`src/rtl/delay_mem_pkg.sv`:
```
// Shared types and helpers for the delay-line SRAM scheduler.
// Mix saturation is compiled in when DELAY_MEM_SAT_EN is defined.
package delay_mem_pkg;

  localparam int unsigned SAMPLE_W = 16;
  localparam int unsigned ACC_W    = 18;

  localparam logic signed [SAMPLE_W-1:0] SAT_MAX = 16'sh7FFF;
  localparam logic signed [SAMPLE_W-1:0] SAT_MIN = 16'sh8000;

  typedef enum logic [2:0] {
    IDLE  = 3'd0,
    RD    = 3'd1,
    WR    = 3'd2,
    DRAIN = 3'd3,
    DONE  = 3'd4
  } state_e;

  // Clamp an 18-bit accumulator into the 16-bit sample range.
  function automatic logic signed [SAMPLE_W-1:0] sat16(input logic signed [ACC_W-1:0] acc);
    logic signed [SAMPLE_W-1:0] res;
    if (acc > 18'sd32767) begin
      res = SAT_MAX;
    end else if (acc < -18'sd32768) begin
      res = SAT_MIN;
    end else begin
      res = acc[SAMPLE_W-1:0];
    end
    return res;
  endfunction

endpackage

```
`src/rtl/mix_sat_adder.sv`:
```
// Combinational signed sum of N_IN packed samples in an 18-bit accumulator.
// DELAY_MEM_SAT_EN selects saturation; otherwise the result wraps.
module mix_sat_adder
  import delay_mem_pkg::*;
#(
  parameter int unsigned N_IN = 3
) (
  input  logic [N_IN*SAMPLE_W-1:0] in_vec,
  output logic [SAMPLE_W-1:0]      sum_c
);

  logic signed [ACC_W-1:0] acc;

  always_comb begin
    acc = '0;
    for (int unsigned i = 0; i < N_IN; i++) begin
      acc = acc + ACC_W'($signed(in_vec[i*SAMPLE_W +: SAMPLE_W]));
    end
  end

`ifdef DELAY_MEM_SAT_EN
  assign sum_c = sat16(acc);
`else
  assign sum_c = acc[SAMPLE_W-1:0];
`endif

endmodule

```
`src/rtl/delay_mem_scheduler.sv`:
```
// Per-frame sequencer sharing one single-port delay SRAM between tap reads and
// the sample write. Mix saturation is enabled by defining DELAY_MEM_SAT_EN.
module delay_mem_scheduler
  import delay_mem_pkg::*;
#(
  parameter int unsigned N_TAPS = 2,
  parameter int unsigned AW     = 16,
  parameter int unsigned RD_LAT = 1
) (
  input  logic                         clk,
  input  logic                         ADCLRCK,
  input  logic [SAMPLE_W-1:0]          sample_in,
  input  logic [AW-1:0]                wr_ptr,
  input  logic [N_TAPS*AW-1:0]         delay,
  output logic [AW-1:0]                mem_addr,
  output logic [SAMPLE_W-1:0]          mem_wdata,
  output logic                         mem_we,
  output logic                         mem_re,
  input  logic [SAMPLE_W-1:0]          mem_rdata,
  output logic [N_TAPS*SAMPLE_W-1:0]   tap_out,
  output logic [SAMPLE_W-1:0]          mix_out,
  output logic                         busy,
  output logic                         done
);

  localparam int unsigned IDX_W = (N_TAPS > 1) ? $clog2(N_TAPS) : 1;
  localparam int unsigned DR_W  = $clog2(RD_LAT + 1);

  state_e                            state_q, state_d;
  logic [IDX_W-1:0]                  rd_cnt_q, rd_cnt_d;
  logic [DR_W-1:0]                   dr_cnt_q, dr_cnt_d;
  logic [SAMPLE_W-1:0]               sample_q, sample_d;
  logic [AW-1:0]                     wr_ptr_q, wr_ptr_d;
  logic [N_TAPS-1:0][AW-1:0]         delay_q, delay_d;
  logic [AW-1:0]                     mem_addr_q, mem_addr_d;
  logic [SAMPLE_W-1:0]               mem_wdata_q, mem_wdata_d;
  logic                              mem_we_q, mem_we_d;
  logic                              mem_re_q, mem_re_d;
  logic                              busy_q, busy_d;
  logic                              done_q, done_d;
  logic [SAMPLE_W-1:0]               mix_q, mix_d;
  logic [RD_LAT:0]                   pv_q, pv_d;
  logic [RD_LAT:0][IDX_W-1:0]        pi_q, pi_d;
  logic [N_TAPS-1:0][SAMPLE_W-1:0]   tap_q, tap_d;

  logic [N_TAPS-1:0][AW-1:0]         dly_cur;
  logic [AW-1:0]                     wr_cur;
  logic [AW-1:0]                     eff_dly;
  logic [AW-1:0]                     rd_addr;
  logic [IDX_W-1:0]                  tap_idx;
  logic [SAMPLE_W-1:0]               mix_c;

  // The first read issues on the same edge the inputs are latched, so it uses the live inputs.
  always_comb begin
    wr_cur  = (state_q == IDLE) ? wr_ptr : wr_ptr_q;
    dly_cur = (state_q == IDLE) ? delay : delay_q;
    tap_idx = (state_q == IDLE) ? '0 : rd_cnt_q;
    eff_dly = dly_cur[tap_idx];
    if (eff_dly == '0) begin
      eff_dly = AW'(1);
    end
    rd_addr = wr_cur - eff_dly;
  end

  always_comb begin
    state_d     = state_q;
    rd_cnt_d    = rd_cnt_q;
    dr_cnt_d    = dr_cnt_q;
    sample_d    = sample_q;
    wr_ptr_d    = wr_ptr_q;
    delay_d     = delay_q;
    mem_addr_d  = mem_addr_q;
    mem_wdata_d = mem_wdata_q;
    mem_we_d    = 1'b0;
    mem_re_d    = 1'b0;
    mix_d       = mix_q;
    tap_d       = tap_q;
    pv_d[0]     = 1'b0;
    pi_d[0]     = '0;
    for (int unsigned i = 1; i <= RD_LAT; i++) begin
      pv_d[i] = pv_q[i-1];
      pi_d[i] = pi_q[i-1];
    end

    case (state_q)
      IDLE: begin
        sample_d   = sample_in;
        wr_ptr_d   = wr_ptr;
        delay_d    = delay;
        mem_addr_d = rd_addr;
        mem_re_d   = 1'b1;
        pv_d[0]    = 1'b1;
        pi_d[0]    = tap_idx;
        rd_cnt_d   = IDX_W'(1);
        state_d    = (N_TAPS == 1) ? WR : RD;
      end
      RD: begin
        mem_addr_d = rd_addr;
        mem_re_d   = 1'b1;
        pv_d[0]    = 1'b1;
        pi_d[0]    = tap_idx;
        rd_cnt_d   = rd_cnt_q + IDX_W'(1);
        if (rd_cnt_q == IDX_W'(N_TAPS - 1)) begin
          state_d = WR;
        end
      end
      WR: begin
        mem_addr_d  = wr_ptr_q;
        mem_wdata_d = sample_q;
        mem_we_d    = 1'b1;
        dr_cnt_d    = '0;
        state_d     = DRAIN;
      end
      DRAIN: begin
        if (dr_cnt_q == DR_W'(RD_LAT)) begin
          state_d = DONE;
        end else begin
          dr_cnt_d = dr_cnt_q + DR_W'(1);
        end
      end
      DONE: begin
        state_d = DONE;
      end
      default: begin
        state_d = IDLE;
      end
    endcase

    // Tap index emerging from the latency pipeline tells which slot the SRAM data belongs to.
    if (pv_q[RD_LAT]) begin
      tap_d[pi_q[RD_LAT]] = mem_rdata;
    end

    busy_d = (state_d == RD) || (state_d == WR) || (state_d == DRAIN);
    done_d = (state_d == DONE);
    if ((state_d == DONE) && (state_q != DONE)) begin
      mix_d = mix_c;
    end
  end

  always_ff @(posedge clk or posedge ADCLRCK) begin
    if (ADCLRCK) begin
      state_q     <= IDLE;
      rd_cnt_q    <= '0;
      dr_cnt_q    <= '0;
      sample_q    <= '0;
      wr_ptr_q    <= '0;
      delay_q     <= '0;
      mem_addr_q  <= '0;
      mem_wdata_q <= '0;
      mem_we_q    <= 1'b0;
      mem_re_q    <= 1'b0;
      busy_q      <= 1'b0;
      done_q      <= 1'b0;
      mix_q       <= '0;
      pv_q        <= '0;
      pi_q        <= '0;
      tap_q       <= '0;
    end else begin
      state_q     <= state_d;
      rd_cnt_q    <= rd_cnt_d;
      dr_cnt_q    <= dr_cnt_d;
      sample_q    <= sample_d;
      wr_ptr_q    <= wr_ptr_d;
      delay_q     <= delay_d;
      mem_addr_q  <= mem_addr_d;
      mem_wdata_q <= mem_wdata_d;
      mem_we_q    <= mem_we_d;
      mem_re_q    <= mem_re_d;
      busy_q      <= busy_d;
      done_q      <= done_d;
      mix_q       <= mix_d;
      pv_q        <= pv_d;
      pi_q        <= pi_d;
      tap_q       <= tap_d;
    end
  end

  mix_sat_adder #(
    .N_IN (N_TAPS + 1)
  ) u_mix (
    .in_vec ({tap_q, sample_q}),
    .sum_c  (mix_c)
  );

  assign mem_addr  = mem_addr_q;
  assign mem_wdata = mem_wdata_q;
  assign mem_we    = mem_we_q;
  assign mem_re    = mem_re_q;
  assign tap_out   = tap_q;
  assign mix_out   = mix_q;
  assign busy      = busy_q;
  assign done      = done_q;

endmodule
```
`config.mk`:
```
export PLATFORM = sky130hd
export DESIGN_NAME = delay_mem_scheduler
export DESIGN_NICKNAME = d
export VERILOG_FILES = /design/src/rtl/delay_mem_pkg.sv /design/src/rtl/mix_sat_adder.sv /design/src/rtl/delay_mem_scheduler.sv
export SDC_FILE = /design/constraint.sdc
export NUM_CORES = 1
export LEC_CHECK = 0
export BUFFER_PORTS_ARGS = -buffer_cell sky130_fd_sc_hd__buf_2
export CAP_MARGIN = 10
export CORE_ASPECT_RATIO = 0.9
export CORE_UTILIZATION = 40
export DETAILED_ROUTE_END_ITERATION = 8
export GPL_TIMING_DRIVEN = 1
export PLACE_DENSITY = 0.67
export SLEW_MARGIN = 10
export SYNTH_ARGS = -nofsm -noshare
export SYNTH_HDL_FRONTEND = slang
export SYNTH_HIERARCHICAL = 1
export SYNTH_SLANG_ARGS = --single-unit
export TNS_END_PERCENT = 1
```
`constraint.sdc`:
```
create_clock -name clk -period 7.46 [get_ports clk]
set_clock_uncertainty 0.1 [all_clocks]
set_input_delay 0.373 -clock clk [delete_from_list [all_inputs] [get_ports clk]]
set_output_delay 0.373 -clock clk [all_outputs]
set_load 0.01 [all_outputs]
```
==> out/metrics.cfg <==
[status]
status=completed

[final_layout]
syn_to_final_growth_pct=20.7
drive_gt1_share_pct=26.6
num-fill-cells=1795
fin_nets=1088
multi_input_comb_area_um2=3800
antenna_cells=0
fin_area_um2=9550
seqCellArea_um2=3900
final_core_util_pct=49.6

[clocking]
clk_pin_slew_ps=60
ctsHoldBuffers=0
cts_tree=done
cts-resized-gates=0
numCtsBuffers=17
clockBufferDepth=2
clk_latency_ps=430
numClockSinks=156
post_cts_buffers=0
cts_root_buf=clkbuf_16
h-tree-depth=4

[setup_path]
r2r_cells=16
r2r-end=mem_addr[14]$_DFFE_PP0P_
max_stage_delay_ps=800
crit_path_max_fanout=67
crit_path_end_kind=register
crit_path_top_delay_cell=dfrtp_1
path_cells=or3_4 > nand2_1 > nor2_1 > a31oi_1 > or4_1 > a41oi_1 > ha_1 > inv_1 > fa_1 > a21o_1 > nand4_1 > a31oi_1 > nand4_1 > o211ai_1 > xnor2_1 > a21oi_1
start_kind=register
rr_startpoint=state_q[2]$_DFF_PP0_
path_class=reg -> reg
r2r_slack_ps=2980
required_ps=7630
cp.arrival_ps=4650

[global_routing]
overflow=0
grt_max_degree=93
grtUsageTotal_pct=20.5
grt_pass1_vias=5985
grt_pass1_wl_um=31700
antenna_found_initial=1

[synth]
synth_edf_count=0
yosysUniqueCellTypes=56
synth_async_sr_flop_share_pct=100
yosys.area.top_type=dfrtp_1
synth-seq-cells=156
synth_fp_nets=933
synth_ff_type=dfrtp_1
yosysWarnings=6
yosysMostFrequentCell=nand2_1
synth_seq_area_share_pct=49.3
synth_top_area_share_pct=49.3
ys_top_cells_by_count=nand2_1 (261), dfrtp_1 (156), mux2_2 (50)
syn-cell-area_um2=7920
postSynthAreaPerCell_um2=9.83
syn_inst=805
synth_area_leaders=dfrtp_1 (49%), nand2_1 (12%), mux2_2 (7.1%)

[timing]
tightestPinTransition_ps=995
setup_slack_ps=2980
min_period_ps=4480
hold_violations=0
max_freq_mhz=223
setup_viol=0
rsz0062_at_grt=no
final_max_slew_viol_count=0
slew_headroom_pct=33.7
fin_setup_tns_ps=0
fin_crit_sh_pct=60.1

[place]
port_buffers=165
post-place-ws_ps=3030
gp_routability_congestion=0.876
hpwl_um=14800
dpl_cell_area_um2=8960

[hold_path]
hp-class=in -> async

[floorplanning]
initial_core_util_pct=41.1
rows=48
core-area_um2=19300
die-height_um=135
chipWidth_um=150
ioPinCount=166
die_area_um2=20400

[routing]
drtIter0Drc=382
drtPass1Iterations=5
routed_via_density=5.14
routedWlPerCell_um=16.4
wl_um=20100
ant_nets=0
vias=6287
drc=0

[power]
ir_drop_v=0.000135
power.density_nw_per_um2=238
p_leak_nw=4.68

[run]
maxCapViolations=0

-- worst max path at each step --
stage | from | endpoint | slack [ps] | cells after the start
final | state_q[2]$_DFF_PP0_ | mem_addr[14]$_DFFE_PP0P_ | 2980 | 16
after global routing | state_q[1]$_DFF_PP0_ | mem_addr[14]$_DFFE_PP0P_ | 2620 | 16
after CTS | state_q[2]$_DFF_PP0_ | mem_addr[14]$_DFFE_PP0P_ | 3020 | 16
after detailed placement | state_q[2]$_DFF_PP0_ | mem_addr[14]$_DFFE_PP0P_ | 3030 | 16
after global placement | state_q[2]$_DFF_PP0_ | mem_addr[14]$_DFFE_PP0P_ | 3100 | 16
after floorplan | ADCLRCK | busy$_DFF_PP0_ | 2780 | 1
-- report_power, final --
group | leakage [nW] | total, mW | switching [mW] | internal [mW]
sequential | 1.83 | 0.969 | 0.0495 | 0.919
combinational | 2.57 | 0.424 | 0.226 | 0.198
clock | 0.279 | 0.878 | 0.365 | 0.514
total | 4.68 | 2.27 | 0.640 | 1.63
-- critical path, delay by kind of cell, from the launching register on --
kind | cells | cell delay (ps)
buffers and inverters | 1 | 50
flip-flops | 1 | 800
AO/OA/AOI/OAI | 6 | 920
XOR/XNOR | 1 | 140
adder cells (fa/ha/maj) | 2 | 590
AND/OR/NAND/NOR | 6 | 1670
-- layout make-up --
type	instances	share of cell area [%]
tap	250	3.27
multi-input combinational	595	39.8
sequential	156	40.9
clock buffer	20	4.78
timing repair buffer	169	8.96
inverter	21	0.878
clock inverter	12	1.45
-- logic make-up (layout without fill, tap and decap cells) --
group,Yosys count,count (layout),share of synthesized area [%]
XOR/XNOR,29,29,3.21
AO/OA/AOI/OAI,107,107,8.43
buffers and inverters,54,222,2.72
adder cells (fa/ha/maj),46,46,8.88
AND/OR/NAND/NOR,346,346,18.2
flip-flops,156,156,49.3
multiplexers,67,67,9.26
-- sequential cells by signal, indices dropped and copies added (netlist names) --
register,count
busy,1
mem_we,1
tap_out,32
mem_wdata,16
mem_addr,16
pi_q,1
done,1
rd_cnt_q,1
wr_ptr_q,16
dr_cnt_q,1
delay_q,32
mix_out,16
pv_q,2
sample_q,16
pi_d,1
state_q,3
-- stage by stage --
step                      cells  hold WS [ps]  total power, mW
final                      1223          31.0             2.27
after global routing       1223          25.1             2.38
after CTS                  1223          20.3             2.29
after detailed placement   1191           235             1.41
after global placement     1191           239             1.40
after floorplan             805           231             1.25
-- layout by cell type, fill, tap and decap left out, types with 8 or more instances in the layout --
cell	netlist	routed
nand2b_1	8	8
dfrtp_1	156	156
buf_2	4	165
nand2_1	261	261
fa_1	17	17
nor2_1	32	32
a21oi_1	40	40
mux2_2	50	50
nor3_1	11	10
clkbuf_16	0	17
xnor2_1	22	22
ha_1	29	29
inv_1	20	19
mux2i_1	17	17
nor4_1	8	8
o21ai_0	18	18
-- routing by layer --
metal,global-route usage (%),vias up,share of wire (%)
met5,0,-,0.050
met4,5.67,2,1.6
met3,5.05,29,6.9
met2,32.4,229,46
met1,27.9,2998,46
li1,-,3029,-
No activity file was read; power rests on OpenSTA's default activity.
